==> src/rtl/fwd_hazard_unit.sv <==
// Operand forwarding select generation for NSRC operands over NSTG producer stages,
// plus load-use hazard detection with a multi-cycle stall FSM and stall statistics.
module fwd_hazard_unit #(
  parameter int NSRC     = 2,
  parameter int NSTG     = 2,
  parameter int RW       = 5,
  parameter int CW       = 3,
  parameter int LOAD_LAT = 1
) (
  input  logic               clk,
  input  logic               rst,
  input  logic               pause,
  input  logic               flush,
  input  logic [NSRC*RW-1:0] rs_i,
  input  logic [NSRC-1:0]    rs_use_i,
  input  logic [NSTG*RW-1:0] wr_rn_i,
  input  logic [NSTG-1:0]    we_i,
  input  logic [NSTG-1:0]    ld_i,
  input  logic               cnt_clr_i,
  output logic [NSRC*CW-1:0] cmp_fw_o,
  output logic [NSRC*CW-1:0] alu_fw_o,
  output logic               stall_o,
  output logic               bubble_o,
  output logic [15:0]        stall_cnt_o
);

  typedef enum logic {IDLE, HOLD} state_t;

  localparam logic [RW-1:0] HOLD_INIT = RW'(LOAD_LAT - 1);

  state_t            state, state_nxt;
  logic [RW-1:0]     cnt, cnt_nxt;
  logic [NSRC*RW-1:0] ex_rn;
  logic [NSRC-1:0]   ex_use;
  logic              haz_hit, haz;
  logic              unused_ld;

  // Only stage 0 can still be waiting on load data; older stages are forwardable.
  assign unused_ld = ^ld_i;

  // Scan oldest to youngest so the youngest matching stage overrides.
  function automatic logic [CW-1:0] fw_sel(input logic [RW-1:0]      rn,
                                           input logic [NSTG*RW-1:0] wr_rn,
                                           input logic [NSTG-1:0]    we);
    fw_sel = '0;
    for (int k = NSTG - 1; k >= 0; k--) begin
      if (we[k] && (wr_rn[k*RW +: RW] == rn) && (rn != '0))
        fw_sel = CW'(k + 1);
    end
  endfunction

  always_comb begin
    for (int j = 0; j < NSRC; j++) begin
      cmp_fw_o[j*CW +: CW] = fw_sel(rs_i[j*RW +: RW], wr_rn_i, we_i);
      alu_fw_o[j*CW +: CW] = ex_use[j] ? fw_sel(ex_rn[j*RW +: RW], wr_rn_i, we_i) : '0;
    end
  end

  always_comb begin
    haz_hit = 1'b0;
    for (int j = 0; j < NSRC; j++) begin
      if (rs_use_i[j] && ld_i[0] && we_i[0] &&
          (wr_rn_i[RW-1:0] == rs_i[j*RW +: RW]) && (rs_i[j*RW +: RW] != '0))
        haz_hit = 1'b1;
    end
    haz = (state == IDLE) && haz_hit;
  end

  assign stall_o  = haz | (state == HOLD);
  assign bubble_o = stall_o & ~pause;

  // The detection cycle counts as the first stall cycle, so HOLD lasts LOAD_LAT-1 cycles.
  always_comb begin
    state_nxt = state;
    cnt_nxt   = cnt;
    if (flush) begin
      state_nxt = IDLE;
      cnt_nxt   = '0;
    end else if (!pause) begin
      case (state)
        IDLE: begin
          if (haz && (LOAD_LAT > 1)) begin
            state_nxt = HOLD;
            cnt_nxt   = HOLD_INIT;
          end
        end
        HOLD: begin
          if (cnt <= RW'(1)) begin
            state_nxt = IDLE;
            cnt_nxt   = '0;
          end else begin
            cnt_nxt = cnt - RW'(1);
          end
        end
        default: begin
          state_nxt = IDLE;
          cnt_nxt   = '0;
        end
      endcase
    end
  end

  always_ff @(posedge clk or negedge rst) begin
    if (!rst) begin
      state <= IDLE;
      cnt   <= '0;
    end else begin
      state <= state_nxt;
      cnt   <= cnt_nxt;
    end
  end

  // EX-stage copy of the decode operands; a bubble loads a NOP.
  always_ff @(posedge clk or negedge rst) begin
    if (!rst) begin
      ex_rn  <= '0;
      ex_use <= '0;
    end else if (flush) begin
      ex_rn  <= '0;
      ex_use <= '0;
    end else if (!pause) begin
      if (bubble_o) begin
        ex_rn  <= '0;
        ex_use <= '0;
      end else begin
        ex_rn  <= rs_i;
        ex_use <= rs_use_i;
      end
    end
  end

  always_ff @(posedge clk or negedge rst) begin
    if (!rst)
      stall_cnt_o <= '0;
    else if (cnt_clr_i)
      stall_cnt_o <= '0;
    else if (stall_o && !pause && (stall_cnt_o != 16'hFFFF))
      stall_cnt_o <= stall_cnt_o + 16'd1;
  end

endmodule

==> config.mk <==
export PLATFORM = sky130hd
export DESIGN_NAME = fwd_hazard_unit
export DESIGN_NICKNAME = d
export VERILOG_FILES = /design/src/rtl/fwd_hazard_unit.sv
export SDC_FILE = /design/constraint.sdc
export NUM_CORES = 1
export LEC_CHECK = 0
export ABC_AREA = 1
export CORE_MARGIN = 5
export CORE_UTILIZATION = 40
export CTS_CLUSTER_DIAMETER = 30
export DETAILED_ROUTE_END_ITERATION = 10
export GPL_ROUTABILITY_DRIVEN = 0
export GPL_TIMING_DRIVEN = 0
export PLACE_DENSITY = 0.66
export SYNTH_ARGS = -nofsm -noshare
export SYNTH_HDL_FRONTEND = slang
export SYNTH_SLANG_ARGS = --single-unit
==> constraint.sdc <==
create_clock -name clk -period 3.1 [get_ports clk]
set_clock_uncertainty 0.2 [all_clocks]
set_input_delay 0.31 -clock clk [delete_from_list [all_inputs] [get_ports clk]]
set_output_delay 0.31 -clock clk [all_outputs]
set_load 0.02 [all_outputs]
==> metrics <==
share of cells above drive strength 1=6.114%; distinct cell type count after synthesis=36; RSZ-0062 raised after global routing=no; Nets=roughly 490; sum of routed wire segments on met1=roughly 3500 um; Post-route DRC=0; Final Cycle Share=91.82%; Clock Sinks=34; dominant cell type by area after synthesis=dfrtp_1; post-synth top area share=32.50%; Arr. time, crit path=around 2.3 ns; Detail Route met3 WL=just under 600 um; EDFF count, synth=0; DIE AREA=around 8300 um2; io pins=between 60 and 70; CTS Buffer Depth=2; Syn Area/Cell=6.643 um2; total power=between 1 and 1.5 mW; Max H-tree Level=2; core area=about 6300 um2; pwr/cell area=around 320 nW/um2; Fmax achieved=0.3513 GHz; met2 wire length=roughly 3200 um; Vias/cell=5.286; Max IR drop VDD=198.3 uV; Setup CP Type=primary input to primary output; top-count cell post-synth=nand2_1; Clock Power Share=35.4%; final count of negative-setup-slack endpoints=0; Iteration-0 DRC Markers=approximately 150; Leakage=between 1.5 and 2 nW; Slew @ Worst Pin=roughly 0.79 ns; crit path from=wr_rn_i[4]; Net Sw Power=about 0.31 mW; Slew Viols, Final=0; die height=90.90 um; Worst slew margin=a little under half; Clock transition at path regs=around 0.06 ns; synthesized area=between 2000 and 3000 um2; Combinational Power Share=20.8%; TritonCTS clock tree=done; Final HPWL DP=about 5900 um; warnings from Yosys=0; Hold Crit Start=ex_use[0]; sequential share of power=around 44%; input/output buffers=52; largest net degree at the start of global routing=35; CP max FO=10; switch share=between 20% and 30%; number of global-route vias before repair=approximately 2700; DR top layer=met4; routed vias=about 2800; Setup TNS Final=0 ns; Main synth FF type=dfrtp_1; clock root cell=clkbuf_8; Num CTS Buffers=5; hold slack=roughly 0.3 ns; final hold violations=0; area grow syn2layout=28.30%; cell-internal power=~0.78 mW; startpoint type of the worst setup path=primary input; Die W=90.90 um; placed cell count=roughly 530; initial antenna violation count=0; routed len/inst=roughly 14 um; final core occ=between 50% and 60%; Synth top cells by count=113 x nand2_1, 53 x inv_1, 43 x nor2_1; grt total ovfl=0; fin crit period=around 2.8 ns; reg-to-reg startpoint=stall_cnt_o[0]; Max Cap Viol=0; ANT cells=0; Critical Path End Type=primary output; Detailed Routing Iterations Pass 1=5; Total GRT Usage=18.65%; Hold Crit Class=flip-flop to flip-flop; Rows=29; global-route wire length before repair=between 10000 and 15000 um; Initial Util=between 40% and 50%; flops & latches, synth=34; post-synthesis sequential area ratio=between 30% and 40%; final wirelength=~7500 um; Worst Path Required=roughly 2.6 ns; ANT nets after route=0; asr flop ratio synth=100.0%; Post-Synthesis Cells=approximately 400; status=completed; Clock Latency Late Sink=between 0.2 and 0.3 ns; Post-CTS Setup Bufs=0; Synth area leaders=dfrtp_1 33%, nand2_1 16%, inv_1 7.6%, nand3_1 6.5%, nor2_1 6.2%; Non-Filler Instances=535
## layout make-up
| cell class | count | area [um2] |
|---|---|---|
| tap | 77 | 96.34 |
| multi-input combinational | 293 | 1485 |
| inverter | 55 | 206.4 |
| buffer | 15 | 86.33 |
| fill | 625 | 2992 |
| sequential | 34 | 850.8 |
| clock buffer | 8 | 110.1 |
| timing repair buffer | 53 | 523.0 |
## stage by stage
stage | worst slack [ns] | instance area, um2
detailed placement | -0.02868 | 3241
floorplan | 0.8868 | 2629
global placement | -0.02419 | 3246
global route | 0.06514 | 3358
finish | 0.2537 | 3358
CTS | 0.2680 | 3358
## worst max-delay path, cell delays in order
cell and delay, ns:
clkdlybuf4s50_1 0.56, inv_2 0.17, nand2_1 0.07, nand2_1 0.06
nand2_1 0.05, nor2_1 0.11, nand3_1 0.13, nand3_2 0.15
nand2_1 0.11, buf_2 0.21, inv_1 0.07, dlygate4sd2_1 0.33
## sequential cells by signal (all words and copies together), names as in the netlist
register and count:
stall_cnt_o 16, state 1, cnt 5, ex_rn 10, ex_use 2
## routing by layer
layer,vias up,GRT usage [%]
li1,1399,-
met1,1287,26.04
met2,123,27.42
met3,19,5.000
met4,0,7.090
met5,-,0
## power by group through the flow
stage               sequential, mW  combinational, mW  clock (mW)
finish                       0.476              0.226       0.385
global route                 0.479              0.251       0.416
CTS                          0.476              0.225       0.394
detailed placement           0.485              0.223           0
global placement             0.484              0.221           0
floorplan                    0.486              0.121           0
## placed cells by master, fill, tap and decap left out, types with 2 or more instances in the layout
cell type,count
buf_2,3
xnor2_1,5
nor3_1,9
nand3_1,34
o211ai_1,3
xor2_1,11
a21oi_1,7
clkinv_1,2
o21ai_0,7
clkbuf_8,8
nand2_1,113
o22ai_1,10
buf_4,5
conb_1,4
nand4_1,17
dfrtp_1,34
nor2_1,43
and3_1,2
ha_1,3
nor4_1,4
nand3_2,3
clkbuf_1,6
a221oi_1,4
nor3b_1,3
dlygate4sd2_1,2
clkdlybuf4s50_1,49
inv_1,52
a211oi_1,2
## path summary, 6_finish.rpt
kind | end | cells after the start | slack [ns]
max reg2reg | stall_cnt_o[15] | 11 | 0.97
max in group asynchronous | ex_rn[1] | 2 | 1.76
min in group asynchronous | stall_cnt_o[1] | 2 | 0.44
min reg2reg | ex_use[0] | 2 | 0.30
min | ex_use[0] | 2 | 0.30
max | bubble_o | 12 | 0.25
## cells by family after synthesis
kind of cell,count (synthesis),share of synthesized area [%]
buffers and inverters,70,11.19
XOR/XNOR,16,5.354
multiplexers,1,0.3824
AND/OR/NAND/NOR,235,40.82
flip-flops,34,32.50
AO/OA/AOI/OAI,34,8.173
other,1,0.1433
adder cells (fa/ha/maj),3,1.434
## what timing repair did
| action | in CTS | in global routing |
|---|---|---|
| setup endpoints to repair | 1 | 0 |
| gates resized for setup | 3 | 0 |
| hold endpoints to repair | 34 | 0 |
| hold buffers | 1 | 0 |
Power figures use the tool's default switching activity.
